`src/rtl/keypad_scan_rx_pkg.sv`:
```
// Shared types and constants for the keypad scanner: FSM states, column patterns,
// key-code helpers and the key-code to calculator-symbol mapping.
package keypad_scan_rx_pkg;

  typedef logic [3:0] nibble_t;

  typedef enum logic [1:0] {
    ST_SCAN     = 2'd0,
    ST_DEBOUNCE = 2'd1,
    ST_HELD     = 2'd2,
    ST_RELEASE  = 2'd3
  } kp_state_e;

  localparam nibble_t COL_RESET = 4'b1110;
  localparam nibble_t ROWS_IDLE = 4'hF;

  typedef enum logic [3:0] {
    SYM_D0  = 4'd0,  SYM_D1  = 4'd1,  SYM_D2  = 4'd2,  SYM_D3  = 4'd3,
    SYM_D4  = 4'd4,  SYM_D5  = 4'd5,  SYM_D6  = 4'd6,  SYM_D7  = 4'd7,
    SYM_D8  = 4'd8,  SYM_D9  = 4'd9,  SYM_ADD = 4'd10, SYM_SUB = 4'd11,
    SYM_MUL = 4'd12, SYM_DIV = 4'd13, SYM_EQ  = 4'd14, SYM_CLR = 4'd15
  } calc_sym_e;

  function automatic nibble_t key_code_of(input logic [1:0] row, input logic [1:0] col);
    return {row, col};
  endfunction

  // Row 0 wins when several rows of the active column are low.
  function automatic logic [1:0] lowest_low_row(input nibble_t rows);
    logic [1:0] r;
    if (!rows[0]) begin
      r = 2'd0;
    end else if (!rows[1]) begin
      r = 2'd1;
    end else if (!rows[2]) begin
      r = 2'd2;
    end else begin
      r = 2'd3;
    end
    return r;
  endfunction

  function automatic nibble_t col_drive(input logic [1:0] idx);
    return ~(4'b0001 << idx);
  endfunction

  function automatic calc_sym_e key_symbol(input nibble_t code);
    calc_sym_e s;
    case (code)
      4'd0:    s = SYM_D1;
      4'd1:    s = SYM_D2;
      4'd2:    s = SYM_D3;
      4'd3:    s = SYM_ADD;
      4'd4:    s = SYM_D4;
      4'd5:    s = SYM_D5;
      4'd6:    s = SYM_D6;
      4'd7:    s = SYM_SUB;
      4'd8:    s = SYM_D7;
      4'd9:    s = SYM_D8;
      4'd10:   s = SYM_D9;
      4'd11:   s = SYM_MUL;
      4'd12:   s = SYM_CLR;
      4'd13:   s = SYM_D0;
      4'd14:   s = SYM_EQ;
      default: s = SYM_DIV;
    endcase
    return s;
  endfunction

endpackage

```
`src/rtl/keypad_scan_rx_if.sv`:
```
// Keypad pin and key-report bundle; master is the scanner, slave is the board/consumer side.
interface keypad_scan_rx_if;
  import keypad_scan_rx_pkg::*;

  nibble_t row_in;
  nibble_t col_out;
  nibble_t key_code;
  logic    key_valid;
  logic    key_held;

  modport master (input row_in, output col_out, output key_code, output key_valid, output key_held);
  modport slave  (output row_in, input col_out, input key_code, input key_valid, input key_held);
endinterface

```
`src/rtl/keypad_scan_rx_scan_tick_gen.sv`:
```
// Reusable wrap-at-N divider: one-clk tick when the free-running count reaches SCAN_DIV-1.
module scan_tick_gen #(
  parameter int SCAN_DIV = 31250
) (
  input  logic clk,
  input  logic rst_n,
  output logic tick
);

  localparam int CW = (SCAN_DIV > 1) ? $clog2(SCAN_DIV) : 1;
  localparam logic [CW-1:0] CNT_LAST = CW'(SCAN_DIV - 1);

  logic [CW-1:0] cnt_r;

  // Free-running divider count
  always_ff @(posedge clk or negedge rst_n) begin
    if (!rst_n) begin
      cnt_r <= '0;
    end else if (cnt_r == CNT_LAST) begin
      cnt_r <= '0;
    end else begin
      cnt_r <= cnt_r + CW'(1);
    end
  end

  assign tick = (cnt_r == CNT_LAST);

endmodule

```
`src/rtl/keypad_scan_rx.sv`:
```
// 4x4 matrix keypad scanner: rotates a single low column, synchronises and debounces the
// rows, and reports each accepted key once with a registered code, pulse and held flag.
module keypad_scan_rx
  import keypad_scan_rx_pkg::*;
#(
  parameter int SCAN_DIV       = 31250,
  parameter int DEBOUNCE_SCANS = 4
) (
  input  logic              clk,
  input  logic              rst_n,
  keypad_scan_rx_if.master  kp
);

  localparam int DBW = $clog2(DEBOUNCE_SCANS) + 1;
  localparam logic [DBW-1:0] DB_ONE  = DBW'(1);
  localparam logic [DBW-1:0] DB_DONE = DBW'(DEBOUNCE_SCANS);

  logic            tick_s;
  nibble_t         row_meta_r;
  nibble_t         row_s;
  kp_state_e       state_r;
  logic [1:0]      col_idx_r;
  logic [1:0]      row_idx_r;
  logic [DBW-1:0]  db_r;
  nibble_t         col_out_r;
  nibble_t         key_code_r;
  logic            key_valid_r;
  logic            key_held_r;

  logic            row_lat_low_s;
  logic [1:0]      col_nxt_s;
  logic [DBW-1:0]  db_inc_s;

  scan_tick_gen #(.SCAN_DIV(SCAN_DIV)) u_tick (
    .clk   (clk),
    .rst_n (rst_n),
    .tick  (tick_s)
  );

  // Two-flop synchroniser for the asynchronous, pulled-up rows
  always_ff @(posedge clk or negedge rst_n) begin
    if (!rst_n) begin
      row_meta_r <= ROWS_IDLE;
      row_s      <= ROWS_IDLE;
    end else begin
      row_meta_r <= kp.row_in;
      row_s      <= row_meta_r;
    end
  end

  assign row_lat_low_s = ~row_s[row_idx_r];
  assign col_nxt_s     = col_idx_r + 2'd1;
  assign db_inc_s      = db_r + DB_ONE;

  // Scan / debounce / hold / release FSM with column rotator and output registers
  always_ff @(posedge clk or negedge rst_n) begin
    if (!rst_n) begin
      state_r     <= ST_SCAN;
      col_idx_r   <= 2'd0;
      row_idx_r   <= 2'd0;
      db_r        <= '0;
      col_out_r   <= COL_RESET;
      key_code_r  <= 4'd0;
      key_valid_r <= 1'b0;
      key_held_r  <= 1'b0;
    end else begin
      key_valid_r <= 1'b0;
      if (tick_s) begin
        case (state_r)
          ST_SCAN: begin
            if (row_s != ROWS_IDLE) begin
              // Column stays frozen; only the latched row is tracked from here on.
              row_idx_r <= lowest_low_row(row_s);
              db_r      <= DB_ONE;
              state_r   <= ST_DEBOUNCE;
            end else begin
              col_idx_r <= col_nxt_s;
              col_out_r <= col_drive(col_nxt_s);
            end
          end
          ST_DEBOUNCE: begin
            if (row_lat_low_s) begin
              db_r <= db_inc_s;
              if (db_inc_s == DB_DONE) begin
                key_code_r  <= key_code_of(row_idx_r, col_idx_r);
                key_valid_r <= 1'b1;
                key_held_r  <= 1'b1;
                state_r     <= ST_HELD;
              end else begin
                state_r <= ST_DEBOUNCE;
              end
            end else begin
              state_r   <= ST_SCAN;
              col_idx_r <= col_nxt_s;
              col_out_r <= col_drive(col_nxt_s);
            end
          end
          ST_HELD: begin
            if (!row_lat_low_s) begin
              db_r    <= DB_ONE;
              state_r <= ST_RELEASE;
            end else begin
              state_r <= ST_HELD;
            end
          end
          ST_RELEASE: begin
            if (!row_lat_low_s) begin
              db_r <= db_inc_s;
              if (db_inc_s == DB_DONE) begin
                key_held_r <= 1'b0;
                state_r    <= ST_SCAN;
                col_idx_r  <= col_nxt_s;
                col_out_r  <= col_drive(col_nxt_s);
              end else begin
                state_r <= ST_RELEASE;
              end
            end else begin
              state_r <= ST_HELD;
            end
          end
          default: begin
            state_r <= ST_SCAN;
          end
        endcase
      end
    end
  end

  assign kp.col_out   = col_out_r;
  assign kp.key_code  = key_code_r;
  assign kp.key_valid = key_valid_r;
  assign kp.key_held  = key_held_r;

endmodule

```
`src/flat_wrapper.sv`:
```
// flat-port wrapper written by rule: the top's interface ports become plain ports
module keypad_scan_rx_flat import keypad_scan_rx_pkg::*;
#(
  parameter int SCAN_DIV       = 31250,
  parameter int DEBOUNCE_SCANS = 4
)
  (clk, rst_n, kp_row_in, kp_col_out, kp_key_code, kp_key_valid, kp_key_held);
  keypad_scan_rx_if kp_i ();
  input  logic clk;
  input  logic rst_n;
  input wire logic [$bits(kp_i.row_in)-1:0] kp_row_in;
  output wire logic [$bits(kp_i.col_out)-1:0] kp_col_out;
  output wire logic [$bits(kp_i.key_code)-1:0] kp_key_code;
  output wire logic [$bits(kp_i.key_valid)-1:0] kp_key_valid;
  output wire logic [$bits(kp_i.key_held)-1:0] kp_key_held;
  assign kp_i.row_in = kp_row_in;
  assign kp_col_out = kp_i.col_out;
  assign kp_key_code = kp_i.key_code;
  assign kp_key_valid = kp_i.key_valid;
  assign kp_key_held = kp_i.key_held;
  keypad_scan_rx #(.SCAN_DIV(SCAN_DIV), .DEBOUNCE_SCANS(DEBOUNCE_SCANS)) u_core (.clk(clk), .rst_n(rst_n), .kp(kp_i));
endmodule
```
`config.mk`:
```
export PLATFORM = sky130hd
export DESIGN_NAME = keypad_scan_rx_flat
export DESIGN_NICKNAME = d
export VERILOG_FILES = /design/src/rtl/keypad_scan_rx_pkg.sv /design/src/rtl/keypad_scan_rx_if.sv /design/src/rtl/keypad_scan_rx_scan_tick_gen.sv /design/src/rtl/keypad_scan_rx.sv /design/src/flat_wrapper.sv
export SDC_FILE = /design/constraint.sdc
export NUM_CORES = 1
export LEC_CHECK = 0
export ABC_CLOCK_PERIOD_IN_PS = 2780
export BUFFER_PORTS_ARGS = -buffer_cell sky130_fd_sc_hd__buf_2
export CAP_MARGIN = 20
export CORE_MARGIN = 3
export CORE_UTILIZATION = 35
export CTS_BUF_LIST = sky130_fd_sc_hd__clkbuf_16
export DETAILED_ROUTE_END_ITERATION = 10
export PLACE_DENSITY = 0.59
export SYNTH_ARGS = -nofsm -noshare
export SYNTH_HDL_FRONTEND = slang
export SYNTH_SLANG_ARGS = --single-unit
```
`constraint.sdc`:
```
create_clock -name clk -period 2.78 [get_ports clk]
set_clock_uncertainty 0.05 [all_clocks]
set_input_delay 0.556 -clock clk [delete_from_list [all_inputs] [get_ports clk]]
set_output_delay 0.556 -clock clk [all_outputs]
set_load 0.05 [all_outputs]
```
==> results of run 1 <==
==> kinds of logic (layout without fill, tap and decap cells) <==
family	after synthesis	count (layout)	share of synthesized area
and+or+nand+nor	52	52	0.1506
adders and majority gates	8	8	0.05019
buffers and inverters	19	39	0.03576
muxes	15	15	0.08908
DFF	42	42	0.5339
xor gates and xnor gates	12	12	0.05270
AOI/OAI and AO/OA	24	24	0.08784
==> per-layer routing <==
layer,part of all wire,routed length (µm),track usage,vias up
li1,-,-,-,653
met1,0.53,1804,0.1795,611
met2,0.40,1374,0.1743,22
met3,0.042,144,0.03618,7
met4,0.023,78,0.06081,0
met5,0,0,0,-
==> layout make-up <==
class | instances | share of cell area
repair buffers | 17 | 0.03932
well taps | 70 | 0.03823
inverters | 14 | 0.02294
clock buffers | 5 | 0.05461
clock inverters | 3 | 0.005461
multi-input cells | 111 | 0.3747
flip-flops and latches | 42 | 0.4648
==> path summary, 6_finish.rpt <==
| path | start | endpoint | slack [ns] | cells past startpoint |
|---|---|---|---|---|
| setup / recovery | u_core.u_tick.cnt_r[1]$_DFF_PN0_ | u_core.col_idx_r[1]$_DFFE_PN0P_ | 0.49 | 6 |
| hold / removal | u_core.row_meta_r[2]$_DFF_PN1_ | u_core.row_s[2]$_DFF_PN1_ | 0.30 | 0 |
| setup reg to reg | u_core.u_tick.cnt_r[1]$_DFF_PN0_ | u_core.col_idx_r[1]$_DFFE_PN0P_ | 0.49 | 6 |
| hold reg to reg | u_core.row_meta_r[2]$_DFF_PN1_ | u_core.row_s[2]$_DFF_PN1_ | 0.30 | 0 |
| max in group asynchronous | rst_n | u_core.u_tick.cnt_r[2]$_DFF_PN0_ | 1.75 | 1 |
| min in group asynchronous | rst_n | u_core.u_tick.cnt_r[8]$_DFF_PN0_ | 0.36 | 1 |
==> power by group <==
group          leakage, µW  switching [µW]  internal, µW
combinational     0.000387            16.9          6.70
sequential        0.000534            3.73           623
clock            0.0000724             220           324
==> synthesized netlist by cell type (2+ instances only) <==
cell and number:
nand3_1 7, o21ai_0 6, xor2_1 3, o31ai_1 2, nand2_1 9, nor4_1 2
ha_1 8, or3_1 3, dfrtp_1 31, nand4_1 2, and3_1 3, mux2i_1 5
dfstp_2 11, xnor2_1 9, and4_1 3, a21oi_1 5, mux2_2 8, nand3b_1 2
o22ai_1 3, inv_1 14, nor2_1 11, nor3_1 5, clkbuf_1 5
==> stage by stage <==
step	area [µm²]	hold slack, ns	total power [µW]	instances
2_1_floorplan	1994	0.2104	643.4	172
5_1_grt	2291	0.3084	1249	262
4_1_cts	2291	0.3056	1218	262
6_report	2291	0.3044	1194	262
3_3_place_gp	2153	0.2958	661.0	254
3_5_place_dp	2153	0.2968	661.5	254
==> state kept, by name, summed over array words and instances (netlist names) <==
name	count
u_core.col_idx_r	2
u_core.db_r	3
u_core.kp.col_out	4
u_core.kp.key_code	4
u_core.kp.key_held	1
u_core.kp.key_valid	1
u_core.row_idx_r	2
u_core.row_meta_r	4
u_core.row_s	4
u_core.state_r	2
u_core.u_tick.cnt_r	15
==> results.cfg, run 1 <==
[timing]
fmax_mhz = 436.4
period_needed_ns = 2.292
hold_viol = 0
worst_pin_slew_ns = 0.9101
slew_violations = 0
min_period_over_period = 0.8243
tns_ns = 0
setup_viol = 0
max_slew_margin = 0.3933
rsz0062_at_grt = false
finalWorstSetupSlack_ns = 0.4884

[detailed_routing]
drtIter0Drc = 59
wl_per_cell_um = 12.98
drt.antenna.violating_nets = 0
first_pass_iters = 4
drc_errors = 0
via_count = 1293
wl_um = 3401
via_per_inst = 4.935

[critical_path]
cp_slowest_cell = a2111oi_4
critPathBufInv = 1
critPathKind = flop to flop
cp_slowest_stage_delay_ns = 0.68
startpoint_type = flop
crit_required_ns = 2.90
cp.arrival_ns = 2.41
worstPathCellList = inv_1 -> ha_1 -> and4bb_2 -> nand4_2 -> a2111oi_4 -> mux2_4
crit_family = compound AO/OA/AOI/OAI gates
crit_path_end_kind = flop
crit_fanout = 9

[cells_and_area]
fin_util = 0.4320
nFillCells = 502
drive_gt1_frac = 0.2604
regArea_mm2 = 0.001065
layout_commonest_cell = dfrtp_1
nNetsFinal = 205
multi_input_area_um2 = 858.3
antenna_cells = 0
syn_to_final_growth_pct = 14.87
layout_common_cells = dfrtp_1 (31), inv_1 (15), buf_2 (15), nor2_1 (11), dfstp_2 (11)

[die]
start_util = 0.3761
io-pin-count = 16
die_y_um = 81.49
num_rows = 26
die_w_um = 81.49
core_area_mm2 = 0.005303
dieArea_mm2 = 0.006640

[clock_tree]
clock_sink_count = 42
insertion_delay_ns = 0.28
cts.htree.levels = 2
cts_tree = done
cts_setup_buffers = 0
cts_hold_buf = 0
cts-buffers-inserted = 5
root_buffer = clkbuf_16
cts.reportedPaths.clkPinSlew_ns = 0.06
clockBufferDepth = 2
cts_resized = 0

[placed_design]
post-place-ws_ns = 0.4819
gp_congestion = 0.8316
io_buffers = 15
hpwl_um = 2370

[synthesis]
yosysSeqAreaShare = 0.5339
synth-edff-count = 0
synth.avg_cell_area_um2 = 11.60
syn-num-nets = 186
synth_seq_cells = 42
synth_top_area_frac = 0.3890
synth_cell_type_count = 38
yosysTopAreaCell = dfrtp_1
yosysWarnings = 0
netlist_top_cells_area = dfrtp_1 (39%), dfstp_2 (14%), ha_1 (5.0%)
syn_area_mm2 = 0.001994
synth-main-ff-cell = dfrtp_1
netlist_instances = 172
synthArstFlopShare = 1.000

[power]
vdd_ir_drop_max_mv = 0.2788
p_leak_uw = 0.0009929
powerDensity_mw_per_mm2 = 521.4

[run_status]
status = complete, no violations

[global_routing]
grt_pass1_vias = 1290
track_usage = 0.1259
overflow = 0
antenna_found_initial = 0
grt_pass1_wl_um = 6216
grt_max_degree = 43

[flow_run]
maxCapViolations = 0

[min_path]
min_path_type = flop to flop
Power figures use the tool's default switching activity.
==> run 2: changes to the inputs <==
- ABC_CLOCK_PERIOD_IN_PS: 2780 -> 2300
- clock period: 2.78 -> 2.3 ns (I/O delays scaled with it)
==> run 2 against run 1 <==
  * Final cell count rose by 1.1%
  * Sequential share of layout area shrank 0.99 points
  * Setup slack got worse by 0.23 ns
  * Global-route usage fell by 0.57 points
  * Fmax rose by 12%
  * Cell area is 2.2% higher
  * Utilization increased by 0.94 points
  * Critical path type unchanged
  * Critical endpoint is now u_core.kp.key_code[0]$_DFFE_PN0P_
  * Largest power group is now clock
==> results.cfg, run 2 (synthesized netlist as in run 1, its figures left out) <==
[timing]
min_period_over_period = 0.8895
hold_viol = 0
period_needed_ns = 2.046
fmax_mhz = 488.8
tns_ns = 0
rsz0062_at_grt = false
setup_viol = 0
max_slew_margin = 0.6615
slew_violations = 0
worst_pin_slew_ns = 0.5078
finalWorstSetupSlack_ns = 0.2542

[detailed_routing]
drt.antenna.violating_nets = 0
drtIter0Drc = 66
first_pass_iters = 4
via_per_inst = 4.853
wl_per_cell_um = 12.78
via_count = 1286
drc_errors = 0
wl_um = 3386

[clock_tree]
clockBufferDepth = 2
cts_resized = 0
cts.htree.levels = 2
cts_hold_buf = 0
clock_sink_count = 42
insertion_delay_ns = 0.28
cts_setup_buffers = 0
cts_tree = done
cts.reportedPaths.clkPinSlew_ns = 0.06
root_buffer = clkbuf_16
cts-buffers-inserted = 5

[critical_path]
crit_required_ns = 2.41
cp_slowest_cell = mux4_2
crit_fanout = 6
startpoint_type = flop
cp.arrival_ns = 2.16
worstPathCellList = mux4_2 -> nor2_1 -> and3_1 -> mux2_2
crit_path_end_kind = flop
critPathKind = flop to flop
cp_slowest_stage_delay_ns = 0.61

[cells_and_area]
layout_commonest_cell = dfrtp_1
multi_input_area_um2 = 858.3
top_register = u_core.u_tick.cnt_r
largest_reg_flops = 15
regArea_mm2 = 0.001065
drive_gt1_frac = 0.2821
nFillCells = 517
antenna_cells = 0
layout_common_cells = dfrtp_1 (31), buf_2 (15), inv_1 (14), nor2_1 (11), dfstp_2 (11)
nNetsFinal = 208
syn_to_final_growth_pct = 17.38

[die]
start_util = 0.3761
num_rows = 26
io-pin-count = 16
core_area_mm2 = 0.005303
die_w_um = 81.49
dieArea_mm2 = 0.006640
die_y_um = 81.49

[flow_run]
maxCapViolations = 0

[placed_design]
io_buffers = 15
gp_congestion = 0.7746
hpwl_um = 2404
post-place-ws_ns = 0.2626

[power]
p_leak_uw = 0.001018
vdd_ir_drop_max_mv = 0.4531
powerDensity_mw_per_mm2 = 665.8

[global_routing]
overflow = 0
grt_pass1_wl_um = 5961
grt_max_degree = 43
grt_pass1_vias = 1276
antenna_found_initial = 0
track_usage = 0.1202

[min_path]
min_path_type = primary input to asynchronous set/reset pin

[run_status]
status = complete, no violations
## run 2: changes by cell type in the layout (fill, tap and decap cells not counted), sizes merged
cell	before	now
buf	17	20
bufinv	0	1
inv	15	14
## run 2: area by class of cell
cell class / instances / area share
clock buffer: 5 / 0.05345
clock inverter: 3 / 0.01710
inverter: 14 / 0.02245
multi-input combinational: 111 / 0.3666
sequential: 42 / 0.4548
tap: 70 / 0.03741
timing repair buffer: 20 / 0.04810
## run 2: layer usage
| layer | global-route usage | part of all wire | vias to the layer above |
|---|---|---|---|
| met5 | 0 | 0 | - |
| met4 | 0.06081 | 0.022 | 0 |
| met3 | 0.03618 | 0.035 | 5 |
| met2 | 0.1751 | 0.43 | 15 |
| met1 | 0.1616 | 0.51 | 614 |
| li1 | - | - | 652 |
## run 2: path summary, 6_finish.rpt
path                                                  from                                end  slack [ns]  depth (start not counted)
setup / recovery           u_core.row_idx_r[0]$_DFFE_PN0P_  u_core.kp.key_code[0]$_DFFE_PN0P_        0.25                          4
hold / removal                                       rst_n   u_core.u_tick.cnt_r[7]$_DFF_PN0_        0.19                          2
setup reg to reg           u_core.row_idx_r[0]$_DFFE_PN0P_  u_core.kp.key_code[0]$_DFFE_PN0P_        0.25                          4
hold reg to reg             u_core.row_meta_r[1]$_DFF_PN1_          u_core.row_s[1]$_DFF_PN1_        0.31                          0
max in group asynchronous                            rst_n          u_core.row_s[0]$_DFF_PN1_        1.65                          2
min in group clk                              kp_row_in[3]     u_core.row_meta_r[3]$_DFF_PN1_        0.23                          1
## run 2: critical path: cells and delay by family, from the launching register on
kind | cells | cell delay (ns)
simple gates | 2 | 0.48
mux | 2 | 0.98
flops | 1 | 0.42
## run 2: report_power, final
group	total [µW]	internal, µW	switching, µW	leakage [µW]
combinational	29.1	9.20	19.9	0.000401
clock	773	507	266	0.0000836
sequential	757	752	4.34	0.000534
## run 2: metrics by stage
stage / power (µW) / instance area, µm² / hold WS [ns] / instances / util
after floorplan: 777.7 / 1994 / 0.1144 / 172 / -
after global placement: 799.8 / 2176 / 0.2957 / 257 / 0.4103
after detailed placement: 800.3 / 2176 / 0.2972 / 257 / 0.4103
after CTS: 1589 / 2341 / 0.2054 / 265 / 0.4415
after global routing: 1618 / 2341 / 0.2098 / 265 / 0.4415
final: 1559 / 2341 / 0.1856 / 265 / 0.4415
==> run 3: changes to the inputs <==
- RECOVER_POWER: default -> 50
==> run 3 against run 2 <==
  * Total power down 0.13%
  * Utilization is essentially flat
  * Worst hold slack better by 0.041 ns
  * Fmax about the same
  * Die area stayed put
  * Critical path depth unchanged
  * Critical endpoint unchanged
  * Largest cell class unchanged
  * Highest routed layer unchanged
==> results.cfg, run 3 (synthesized netlist as in run 1, its figures left out) <==
[run_status]
status = complete, no violations

[power]
comb_power_share = 0.018
p_switching_uw = 288.5
vdd_ir_drop_max_mv = 0.4531
pwr-share-clk = 0.496
powerDensity_mw_per_mm2 = 665.7
internal_power_uw = 1268
p_leak_uw = 0.001018
swShare = 0.1853
seqPwrFrac = 0.486

[timing]
hold_viol = 0
worst_pin_slew_ns = 0.9866
max_slew_margin = 0.3423
slew_violations = 0
fmax_mhz = 488.4
rsz0062_at_grt = false
min_period_over_period = 0.8903
setup_viol = 0
tns_ns = 0
period_needed_ns = 2.048

[die]
dieArea_mm2 = 0.006640
die_w_um = 81.49
num_rows = 26
core_area_mm2 = 0.005303
die_y_um = 81.49
io-pin-count = 16
start_util = 0.3761

[cells_and_area]
nFillCells = 518
antenna_cells = 0
multi_input_area_um2 = 858.3
nNetsFinal = 208
top_register = u_core.u_tick.cnt_r
layout_common_cells = dfrtp_1 (31), buf_2 (15), inv_1 (14), nor2_1 (11), dfstp_2 (11)
syn_to_final_growth_pct = 17.25
final-instance-count-excl-fill = 265
largest_reg_flops = 15
drive_gt1_frac = 0.2821
layout_commonest_cell = dfrtp_1
regArea_mm2 = 0.001065

[detailed_routing]
drt.antenna.violating_nets = 0
via_per_inst = 4.845
first_pass_iters = 4
drc_errors = 0
wl_per_cell_um = 12.75
via_count = 1284
wl_um = 3379
drtIter0Drc = 66

[global_routing]
grt_pass1_vias = 1276
antenna_found_initial = 0
grtUsageMet1 = 0.1616
grt_max_degree = 43
track_usage = 0.1202
grt_use_met2 = 0.1751
gr-max-usage-layer = met2
overflow = 0
grt_use_met3 = 0.03618
grt_pass1_wl_um = 5961

[critical_path]
crit_path_end_kind = flop
startpoint_type = flop
endpoint = u_core.kp.key_code[0]$_DFFE_PN0P_
regToRegSetupSlack_ns = 0.25
cp.arrival_ns = 2.16
r2r-end = u_core.kp.key_code[0]$_DFFE_PN0P_
rr_startpoint = u_core.row_idx_r[0]$_DFFE_PN0P_
crit_fanout = 6
crit_required_ns = 2.41
rr_worst_depth = 4
startpoint = u_core.row_idx_r[0]$_DFFE_PN0P_
critPathKind = flop to flop

[flow_run]
maxCapViolations = 0

[clock_tree]
cts_tree = done
cts.reportedPaths.clkPinSlew_ns = 0.06
cts-buffers-inserted = 5
clock_sink_count = 42
root_buffer = clkbuf_16
insertion_delay_ns = 0.28
cts_resized = 0
cts_setup_buffers = 0
clockBufferDepth = 2
cts.htree.levels = 2
cts_hold_buf = 0

[min_path]
min_path_type = primary input to flop

[placed_design]
io_buffers = 15
gp_congestion = 0.7746
dpl.cell_count = 257
hpwl_um = 2404
==> run 3: cell types whose count changed in the layout (fill, tap and decap cells not counted), sizes merged <==
cell,before,now
buf,20,19
clkbuf,5,6
==> run 3: layout make-up <==
cell class / instances / share of cell area
flip-flops and latches: 42 / 0.4553
multi-input cells: 111 / 0.3670
clock buffers: 5 / 0.05350
repair buffers: 20 / 0.04708
well taps: 70 / 0.03745
inverters: 14 / 0.02247
clock inverters: 3 / 0.01712
==> run 3: power by group through the flow <==
stage          registers, µW  logic [µW]  clock network (µW)
6_report                 757        28.5                 771
5_1_grt                  757        33.0                 827
4_1_cts                  757        30.9                 801
3_5_place_dp             770        30.7                   0
3_3_place_gp             769        30.7                   0
2_1_floorplan            768        9.56                   0
==> run 3: through the flow <==
| stage | utilization | area, µm² | setup slack, ns | power (µW) | hold WS [ns] |
|---|---|---|---|---|---|
| 3_5_place_dp | 0.4103 | 2176 | 0.2626 | 800.3 | 0.2972 |
| 6_report | 0.4410 | 2338 | 0.2523 | 1557 | 0.2262 |
| 5_1_grt | 0.4410 | 2338 | 0.1092 | 1617 | 0.2098 |
| 4_1_cts | 0.4415 | 2341 | 0.2405 | 1589 | 0.2054 |
| 2_1_floorplan | - | 1994 | 0.1950 | 777.7 | 0.1144 |
| 3_3_place_gp | 0.4103 | 2176 | 0.2692 | 799.8 | 0.2957 |
==> run 3: worst min path at each step <==
| stage | cells past startpoint | end | start | slack, ns |
|---|---|---|---|---|
| after CTS | 2 | u_core.row_idx_r[0]$_DFFE_PN0P_ | rst_n | 0.21 |
| after global routing | 1 | u_core.row_meta_r[0]$_DFF_PN1_ | kp_row_in[0] | 0.21 |
| after detailed placement | 0 | u_core.row_s[0]$_DFF_PN1_ | u_core.row_meta_r[0]$_DFF_PN1_ | 0.30 |
| after floorplan | 0 | u_core.col_idx_r[0]$_DFFE_PN0P_ | rst_n | 0.11 |
| after global placement | 0 | u_core.row_s[2]$_DFF_PN1_ | u_core.row_meta_r[2]$_DFF_PN1_ | 0.30 |
| final | 1 | u_core.row_meta_r[3]$_DFF_PN1_ | kp_row_in[3] | 0.23 |
==> run 3: layer usage <==
layer / part of all wire / vias up
li1: - / 653
met1: 0.51 / 611
met2: 0.43 / 15
met3: 0.035 / 5
met4: 0.022 / 0
met5: 0 / -
==> run 3: worst max-delay path, stage by stage, from the launching register on <==
cell,delay [ns]
dfrtp_1,0.42
mux4_2,0.61
nor2_1,0.18
and3_1,0.30
mux2_2,0.37
